## src/rtl/axi_slave_wr_ctrl.sv

```systemverilog
// ---------------------------------------------------------------------------
// axi_slave_wr_ctrl
//
// AXI4 slave-side write controller. Accepts one write burst at a time on the
// AW/W channels, drives a word-addressed SRAM-style write port with zero
// latency relative to each W handshake, and returns a B response echoing the
// 8-bit slave-side ID ({master select[5:4], master ID[3:0]}).
//
// Optional feature (compile-time macro):
//   WLAST_CHECK_EN - when defined, a WLAST that disagrees with the beat count
//                    on any beat sets the error flag (BRESP = SLVERR). The
//                    burst still ends on the beat count. When undefined, WLAST
//                    is ignored.
//
// Parameters:
//   MEM_AW     word-address width of the memory port (default 14)
//
// Ports:
//   clk, rst                 clock (rising edge), async active-high reset
//   AWID/AWADDR/AWLEN/AWSIZE/AWBURST/AWVALID/AWREADY   write address channel
//   WDATA/WSTRB/WLAST/WVALID/WREADY                    write data channel
//   BID/BRESP/BVALID/BREADY                            write response channel
//   mem_cs     memory select, high only on a W handshake with any strobe set
//   mem_we     byte write enables (WSTRB during a W handshake, else 0)
//   mem_addr   word address of the current beat (0 outside a handshake)
//   mem_wdata  write data of the current beat (0 outside a handshake)
// ---------------------------------------------------------------------------
module axi_slave_wr_ctrl #(
  parameter int MEM_AW = 14
) (
  input  logic              clk,
  input  logic              rst,
  input  logic [7:0]        AWID,
  input  logic [31:0]       AWADDR,
  input  logic [3:0]        AWLEN,
  input  logic [2:0]        AWSIZE,
  input  logic [1:0]        AWBURST,
  input  logic              AWVALID,
  output logic              AWREADY,
  input  logic [31:0]       WDATA,
  input  logic [3:0]        WSTRB,
  input  logic              WLAST,
  input  logic              WVALID,
  output logic              WREADY,
  output logic [7:0]        BID,
  output logic [1:0]        BRESP,
  output logic              BVALID,
  input  logic              BREADY,
  output logic              mem_cs,
  output logic [3:0]        mem_we,
  output logic [MEM_AW-1:0] mem_addr,
  output logic [31:0]       mem_wdata
);

  localparam logic [1:0] BURST_FIXED = 2'b00;
  localparam logic [1:0] BURST_WRAP  = 2'b10;
  localparam logic [1:0] RESP_OKAY   = 2'b00;
  localparam logic [1:0] RESP_SLVERR = 2'b10;
  localparam logic [MEM_AW-1:0] ADDR_ONE = 1;

  typedef enum logic [1:0] {
    S_IDLE  = 2'd0,
    S_WDATA = 2'd1,
    S_WRESP = 2'd2
  } state_t;

  // Control state (reset)
  state_t            state_q, state_d;
  logic [3:0]        cnt_q, cnt_d;
  logic              err_q, err_d;
  logic              bvalid_q, bvalid_d;
  logic [7:0]        bid_q, bid_d;
  logic [1:0]        bresp_q, bresp_d;

  // Burst context captured at the AW handshake (no reset needed: only
  // observed while a burst is active)
  logic [7:0]        id_q, id_d;
  logic [MEM_AW-1:0] addr_q, addr_d;
  logic [3:0]        len_q, len_d;
  logic [1:0]        burst_q, burst_d;

  logic aw_hs;
  logic w_hs;
  logic b_hs;
  logic last_beat;
  logic wlast_err;

  assign aw_hs     = AWVALID & (state_q == S_IDLE);
  assign w_hs      = WVALID  & (state_q == S_WDATA);
  assign b_hs      = bvalid_q & BREADY;
  assign last_beat = (cnt_q == len_q);

`ifdef WLAST_CHECK_EN
  // WLAST must be high exactly on the beat where the count reaches AWLEN.
  assign wlast_err = w_hs & (WLAST != last_beat);
  logic unused_in;
  assign unused_in = ^{AWSIZE, AWADDR[31:MEM_AW+2], AWADDR[1:0]};
`else
  assign wlast_err = 1'b0;
  // AWSIZE is treated as word size regardless; WLAST is not consulted.
  logic unused_in;
  assign unused_in = ^{AWSIZE, AWADDR[31:MEM_AW+2], AWADDR[1:0], WLAST};
`endif

  always_comb begin
    state_d  = state_q;
    cnt_d    = cnt_q;
    err_d    = err_q;
    bvalid_d = bvalid_q;
    bid_d    = bid_q;
    bresp_d  = bresp_q;
    id_d     = id_q;
    addr_d   = addr_q;
    len_d    = len_q;
    burst_d  = burst_q;
    case (state_q)
      S_IDLE: begin
        if (aw_hs) begin
          id_d    = AWID;
          addr_d  = AWADDR[MEM_AW+1:2];
          len_d   = AWLEN;
          burst_d = AWBURST;
          cnt_d   = 4'd0;
          // WRAP runs as INCR but is reported as an error.
          err_d   = (AWBURST == BURST_WRAP);
          state_d = S_WDATA;
        end
      end
      S_WDATA: begin
        if (w_hs) begin
          err_d = err_q | wlast_err;
          if (last_beat) begin
            state_d  = S_WRESP;
            bvalid_d = 1'b1;
            bid_d    = id_q;
            bresp_d  = (err_q | wlast_err) ? RESP_SLVERR : RESP_OKAY;
          end else begin
            cnt_d = cnt_q + 4'd1;
            // Natural overflow gives the modulo-2^MEM_AW wrap.
            if (burst_q != BURST_FIXED) begin
              addr_d = addr_q + ADDR_ONE;
            end
          end
        end
      end
      S_WRESP: begin
        if (b_hs) begin
          bvalid_d = 1'b0;
          state_d  = S_IDLE;
        end
      end
      default: begin
        state_d  = S_IDLE;
        bvalid_d = 1'b0;
      end
    endcase
  end

  always_ff @(posedge clk or posedge rst) begin
    if (rst) begin
      state_q  <= S_IDLE;
      cnt_q    <= 4'd0;
      err_q    <= 1'b0;
      bvalid_q <= 1'b0;
      bid_q    <= 8'd0;
      bresp_q  <= RESP_OKAY;
    end else begin
      state_q  <= state_d;
      cnt_q    <= cnt_d;
      err_q    <= err_d;
      bvalid_q <= bvalid_d;
      bid_q    <= bid_d;
      bresp_q  <= bresp_d;
    end
  end

  always_ff @(posedge clk) begin
    id_q    <= id_d;
    addr_q  <= addr_d;
    len_q   <= len_d;
    burst_q <= burst_d;
  end

  assign AWREADY = (state_q == S_IDLE);
  assign WREADY  = (state_q == S_WDATA);
  assign BVALID  = bvalid_q;
  assign BID     = bid_q;
  assign BRESP   = bresp_q;

  // Memory port is live only during a W handshake; async reset drops the
  // FSM out of WDATA and so kills any write in progress immediately.
  assign mem_cs    = w_hs & (|WSTRB);
  assign mem_we    = w_hs ? WSTRB  : 4'd0;
  assign mem_addr  = w_hs ? addr_q : '0;
  assign mem_wdata = w_hs ? WDATA  : 32'd0;

endmodule

```

## config.mk

```make
export PLATFORM = sky130hd
export DESIGN_NAME = axi_slave_wr_ctrl
export DESIGN_NICKNAME = d
export VERILOG_FILES = /design/src/rtl/axi_slave_wr_ctrl.sv
export SDC_FILE = /design/constraint.sdc
export NUM_CORES = 1
export LEC_CHECK = 0
export CORE_MARGIN = 2
export CORE_UTILIZATION = 33
export DETAILED_ROUTE_END_ITERATION = 6
export GPL_ROUTABILITY_DRIVEN = 0
export MAX_ROUTING_LAYER = met4
export PLACE_DENSITY = 0.8
export SLEW_MARGIN = 10
export SYNTH_ARGS = -nofsm -noshare
export SYNTH_HDL_FRONTEND = slang
export SYNTH_SLANG_ARGS = --single-unit
```

## constraint.sdc

```tcl
create_clock -name clk -period 2 [get_ports clk]
set_input_delay 0.4 -clock clk [delete_from_list [all_inputs] [get_ports clk]]
set_output_delay 0.4 -clock clk [all_outputs]
set_load 0.01 [all_outputs]
```

Yosys cells after proc, flatten, opt, wreduce, memory -nomap -nowiden
Cells that the tools add are included.
{"block": "word_totals", "regBits": 46, "in_bits": 91, "out_inout_bits": 64, "word_cells": 59}
{"block": "op_classes", "n_addsub": 2, "eq_ne": 10, "n_mux": 22, "n_bitwise": 5, "reduce_logical": 10}
{"op": "14-bit 2-to-1 mux", "count": 5}
{"op": "32-bit 2-to-1 mux", "count": 1}
{"op": "14-bit one-hot mux with 2 select lines", "count": 1}
{"op": "4-bit 2-to-1 mux", "count": 4}
{"op": "14-bit by 1-bit adder with 14-bit output, second input constant", "count": 1}
{"op": "4-bit AND reduction", "count": 3}
{"op": "2-bit 2-to-1 mux", "count": 5}
{"op": "2-bit by 1-bit inequality test with 1-bit output, second input constant", "count": 4}
{"op": "4-bit one-hot mux with 2 select lines", "count": 1}
{"op": "2-bit one-hot mux with 3 select lines", "count": 1}
{"op": "5-bit AND reduction", "count": 1}
{"op": "4-bit by 1-bit adder with 4-bit output, second input constant", "count": 1}
{"op": "1-bit bitwise AND", "count": 4}
{"op": "2-bit == test, second input constant", "count": 2}
{"op": "4-bit == test", "count": 1}
{"op": "2-bit inequality test, second input constant", "count": 2}
{"op": "2-bit nonzero test", "count": 2}
{"op": "4-bit OR reduction", "count": 1}
{"op": "1-bit 2-to-1 mux", "count": 3}
{"op": "1-bit one-hot mux with 3 select lines", "count": 1}
{"op": "3-bit AND reduction", "count": 1}
{"op": "2-bit by 1-bit == test with 1-bit output, second input constant", "count": 1}
{"op": "2-bit logical NOT", "count": 1}
{"op": "2-bit AND reduction", "count": 1}
{"op": "1-bit inverter", "count": 1}

Logic depth before layout (Yosys ltp)
{"block": "depth", "depth_word": 5, "ltp_mapped": 5, "ltp_nobuf": 4}

Least setup slack after synthesis
OpenSTA, ideal clock, no wires.
{"block": "synth_path", "path_kind": "reg2reg", "start": "register cnt_q[0]", "end": "register addr_q[0], enable pin", "setup_ns": 0.390, "arrival_ns": 1.673, "t_required_ns": 1.610, "setup_slack_ns": -0.062, "path_stages_with_launch": 5, "path_buffers": 0, "period_less_slack_ns": 2.062, "cell_sequence": "dfrtp_1 > xor2_1 > nor4_4 > o21bai_1 > a21oi_1"}
{"block": "synth_via", "elab_chain_cells": 3}
{"item": "start: declaration", "line": "69", "source": "logic [3:0] cnt_q, cnt_d;"}
{"item": "start signal: assignment", "line": "169", "source": "cnt_q <= cnt_d;"}
{"item": "4-bit == test", "line": "91", "source": "assign last_beat = (cnt_q == len_q);"}
{"item": "2-bit inequality test (no source line)"}
{"item": "5-bit AND reduction (no source line)"}
{"item": "end signal: assignment", "line": "179", "source": "addr_q <= addr_d;"}
{"item": "end: declaration", "line": "78", "source": "logic [MEM_AW-1:0] addr_q, addr_d;"}
No other way between the ends.
A chain may end at the register's enable or synchronous reset.

Worst setup path in the final report
{"block": "layout_path", "start": "register state_q[1]", "end": "output mem_wdata[18]"}
{"block": "layout_via", "elab_chain_cells": 3}
{"item": "start: declaration", "line": "68", "source": "state_t state_q, state_d;"}
{"item": "start signal: assignment", "line": "168", "source": "state_q <= state_d;"}
{"item": "2-bit by 1-bit == test with 1-bit output", "line": "89", "source": "assign w_hs = WVALID & (state_q == S_WDATA);"}
{"item": "1-bit bitwise AND", "line": "89"}
{"item": "32-bit 2-to-1 mux", "line": "195", "source": "assign mem_wdata = w_hs ? WDATA : 32'd0;"}
{"item": "end: declaration", "line": "52", "source": "output logic [31:0] mem_wdata"}
No other way between the ends.

==> impl_table.tex <==
\begin{tabular}{lr}
\hline
Metric & Value \\
\hline
\multicolumn{2}{l}{\textbf{Worst setup path}} \\
Arrival time of data at the critical path endpoint & 1.55 ns \\
Reg2reg setup slack & 0.08 ns \\
Kind of launch point of the worst setup path & register \\
Critical path type & reg2out \\
Critical Path RT & 1.60 ns \\
Highest-delay cell along the critical path & dfrtp\_1 \\
Capturing element type of the critical path & primary output \\
Maximum fanout along the worst path & 7 \\
Worst-path cell chain & and3b\_2 -> buf\_12 -> buf\_16 -> and2\_1 -> buf\_2 \\
Critical Path Max Stage Delay & 0.42 ns \\
\multicolumn{2}{l}{\textbf{Clock tree}} \\
Buffer cell driving the clock tree root & clkbuf\_8 \\
\# hold bufs at CTS & 0 \\
Clock latency reported for the late side of the worst-skew pair & 0.29 ns \\
Register clock-pin slew on the reported worst setup and hold paths & 0.08 ns \\
CTS H-tree depth & 2 \\
Number of buffers on the longest clock path & 2 \\
Clock buffers created by TritonCTS & 5 \\
TritonCTS sink count & 45 \\
CTS tree & done \\
\multicolumn{2}{l}{\textbf{Placement}} \\
Count of buffers from port buffering & 131 \\
Instance area at placement & 3920 um\^{}2 \\
Post-place setup slack & -0.438 ns \\
Detailed placer's ending HPWL & 5000 um \\
\multicolumn{2}{l}{\textbf{Power and ir drop}} \\
Cell-internal power & 3.37 mW \\
Switch share & 36.0\% \\
Sw power & 1.89 mW \\
Fraction of power consumed by combinational cells & 55.5\% \\
Clock power share & 10.8\% \\
Max VDD drop & 0.642 mV \\
Total chip power & 5.26 mW \\
Power Density & 1330 nW/um\^{}2 \\
Sequential share of power & 33.7\% \\
Leakage Power & 1.71 nW \\
\multicolumn{2}{l}{\textbf{Job}} \\
Number of max-cap violations & 0 \\
\multicolumn{2}{l}{\textbf{Logic synthesis}} \\
Number of synthesized register bits & 45 \\
Top area cells in the synthesized netlist & edfxtp\_1 35\%, dfrtp\_1 18\%, and2\_1 13\%, xor2\_1 5.1\%, mux2\_4 5.0\% \\
Post-Synthesis Cells & 218 \\
Average instance area after synthesis & 11.1 um\^{}2 \\
Area share of the largest cell type after synthesis & 34.8\% \\
Syn nets & 311 \\
Number of library cell types mapped by synthesis & 42 \\
Post-synth design cell area & 2420 um\^{}2 \\
Post-synthesis sequential area ratio & 52.4\% \\
Largest area contributor in the netlist & edfxtp\_1 \\
Synthesis warning total & 0 \\
\multicolumn{2}{l}{\textbf{Final layout}} \\
Diodes inserted & 0 \\
Final standard cell utilization of the core & 55.3\% \\
Fraction of final layout cells sized beyond drive strength 1 & 27.8\% \\
Synthesis-to-layout area growth & 64.1\% \\
Total Nets Final & 456 \\
Fin area & 3970 um\^{}2 \\
\multicolumn{2}{l}{\textbf{GRT}} \\
Global-route wire length before repair & 10,600 um \\
Overall routing resource usage & 18.0\% \\
Overflow left after global routing & 0 \\
Largest net degree at the start of global routing & 18 \\
Via count of the first global-routing pass & 2,151 \\
Number of antenna violations at the first check in global routing & 0 \\
\multicolumn{2}{l}{\textbf{Drt}} \\
First DRT Iteration DRCs & 59 \\
First-pass iteration count of the detailed router & 4 \\
Total number of vias & 2,126 \\
Routed len/inst & 15.6 um \\
Final antenna-violating net count & 0 \\
DRT Wirelength & 7210 um \\
Detailed-route DRC error count & 0 \\
Detailed-route vias per instance & 4.60 \\
\multicolumn{2}{l}{\textbf{Die}} \\
Die height & 89.6 um \\
Core ar. & 7180 um\^{}2 \\
Die width & 89.6 um \\
Number of I/O pins & 155 \\
Standard-cell row count & 31 \\
Initial standard-cell utilization of the core & 33.7\% \\
DIE AREA & 8020 um\^{}2 \\
\multicolumn{2}{l}{\textbf{STA}} \\
Final worst hold slack & 0.483 ns \\
Slew headroom & 55.9\% \\
Setup repair after global routing missed its margin & false \\
Fmax & 514 MHz \\
Fin Clk Skew & 0.00580 ns \\
Measured slew at the worst slew-check pin & 0.661 ns \\
Number of hold violations in the final report & 0 \\
Setup violation total in the final timing report & 0 \\
Post-route fraction of the period consumed by the critical path & 97.3\% \\
Final setup margin & 0.0532 ns \\
Final worst path period need & 1.95 ns \\
Final Max Tran Viols & 0 \\
\multicolumn{2}{l}{\textbf{Hold path}} \\
Classification of the worst-slack hold path & reg2reg \\
\multicolumn{2}{l}{\textbf{Status}} \\
Outcome & complete, no violations \\
\hline
\end{tabular}
==> power groups by stage <==
stage | Sequential, mW | Combinational [mW] | Clock, mW
after floorplan | 1.77 | 1.39 | 0
after global placement | 1.77 | 2.69 | 0
after detailed placement | 1.79 | 2.76 | 0
after CTS | 1.77 | 2.99 | 0.598
after global routing | 1.82 | 3.18 | 0.637
final | 1.77 | 2.92 | 0.570
==> cells in the mapped netlist <==
master     count
mux2_4         8
dfrtp_1       17
o21bai_1       1
edfxtp_1      28
ha_1           2
o311ai_0       1
o2bb2ai_1      1
clkbuf_1      10
a311oi_1       1
o21ai_0        3
nor3_1         1
o211ai_1       1
xor2_1        14
and4_1         2
inv_1          5
buf_4          1
nor4_4         1
or3_1          1
nand2b_1       1
and2b_1        1
or4_2          1
a21oi_1       13
nand4_1        4
and3_1         1
a21o_1         1
mux2i_1        1
buf_12         1
mux2_2         2
o41ai_1        1
and3b_1        1
conb_1         1
buf_2          1
nor2_1        15
a21o_2         2
a31o_2         1
and2_4         1
xnor2_1        1
nand2_1        9
nand3_1        7
a31oi_1        1
and2_1        52
nor4_1         1
==> layer usage <==
metal / wire length, um / global-route usage [%] / vias up
met5: 0 / - / -
met4: 85 / 4.21 / 0
met3: 254 / 2.49 / 14
met2: 3740 / 28.9 / 69
met1: 3130 / 24.3 / 1001
li1: - / - / 1042
==> logic make-up after synthesis <==
group | after synthesis | synth area share (%)
AO/OA/AOI/OAI | 27 | 7.04
other | 1 | 0.155
AND/OR/NAND/NOR | 99 | 23.9
XOR/XNOR | 15 | 5.44
adder cells (fa/ha/maj) | 2 | 1.04
buffers and inverters | 18 | 3.68
flip-flops | 45 | 52.4
multiplexers | 11 | 6.32
==> state kept, by name, summed over array words and instances, names as in the netlist <==
register,cells
state_q,2
BID,8
err_q,1
BRESP,1
id_q,8
cnt_q,4
addr_q,14
len_q,4
BVALID,1
burst_q,2
==> critical path: cells and delay by family, from the launching register on <==
kind                   cells  cell delay [ns]
buffers and inverters      3             0.40
DFF                        1             0.42
and+or+nand+nor            2             0.43
==> final cells by class <==
class / instances / area (um^2)
well taps: 99 / 124
flip-flops and latches: 45 / 1270
repair buffers: 151 / 1380
fillers: 650 / 3210
inverters: 5 / 18.8
clock buffers: 6 / 82.6
multi-input cells: 155 / 1080
clock inverters: 1 / 7.51
==> repair_timing <==
| item | in CTS | in global routing |
|---|---|---|
| gates cloned | 4 | 1 |
| setup endpoints to repair | 53 | 43 |
| buffers inserted | 4 | 0 |
| pin swaps | 0 | 1 |
| resized for setup | 184 | 31 |
==> layout by cell type (no fill, tap or decap), types with 2 or more instances in the layout <==
cell type and instances:
dfrtp_1 17, o21ai_0 3, nor2_1 14, dlygate4sd2_1 3, a21oi_2 2, nand3_1 7, ha_1 2, xor2_1 14
clkdlybuf4s50_1 77, nand2_1 8, edfxtp_1 28, and2_4 3, buf_2 48, a21o_2 2, mux2_4 9, and2_1 50
clkbuf_8 6, buf_12 5, nand4_1 4, buf_4 10, buf_16 3, inv_1 5, and4_1 2, a21oi_1 11
==> stage by stage <==
step                      TNS, ns  std cells
final                           0        462
after global routing            0        462
after CTS                       0        461
after detailed placement   -24.06        446
after global placement     -24.02        446
after floorplan                 0        218
==> path summary, 6_finish.rpt <==
kind,startpoint,to,cells after the start
min,id_q[0],BID[0],1
max reg2reg,state_q[1],BID[3],7
min in group asynchronous,rst,BID[6],2
max,state_q[1],mem_wdata[18],5
max in group asynchronous,rst,BID[2],2
min reg2reg,id_q[0],BID[0],1
No activity file was read; power rests on OpenSTA's default activity.
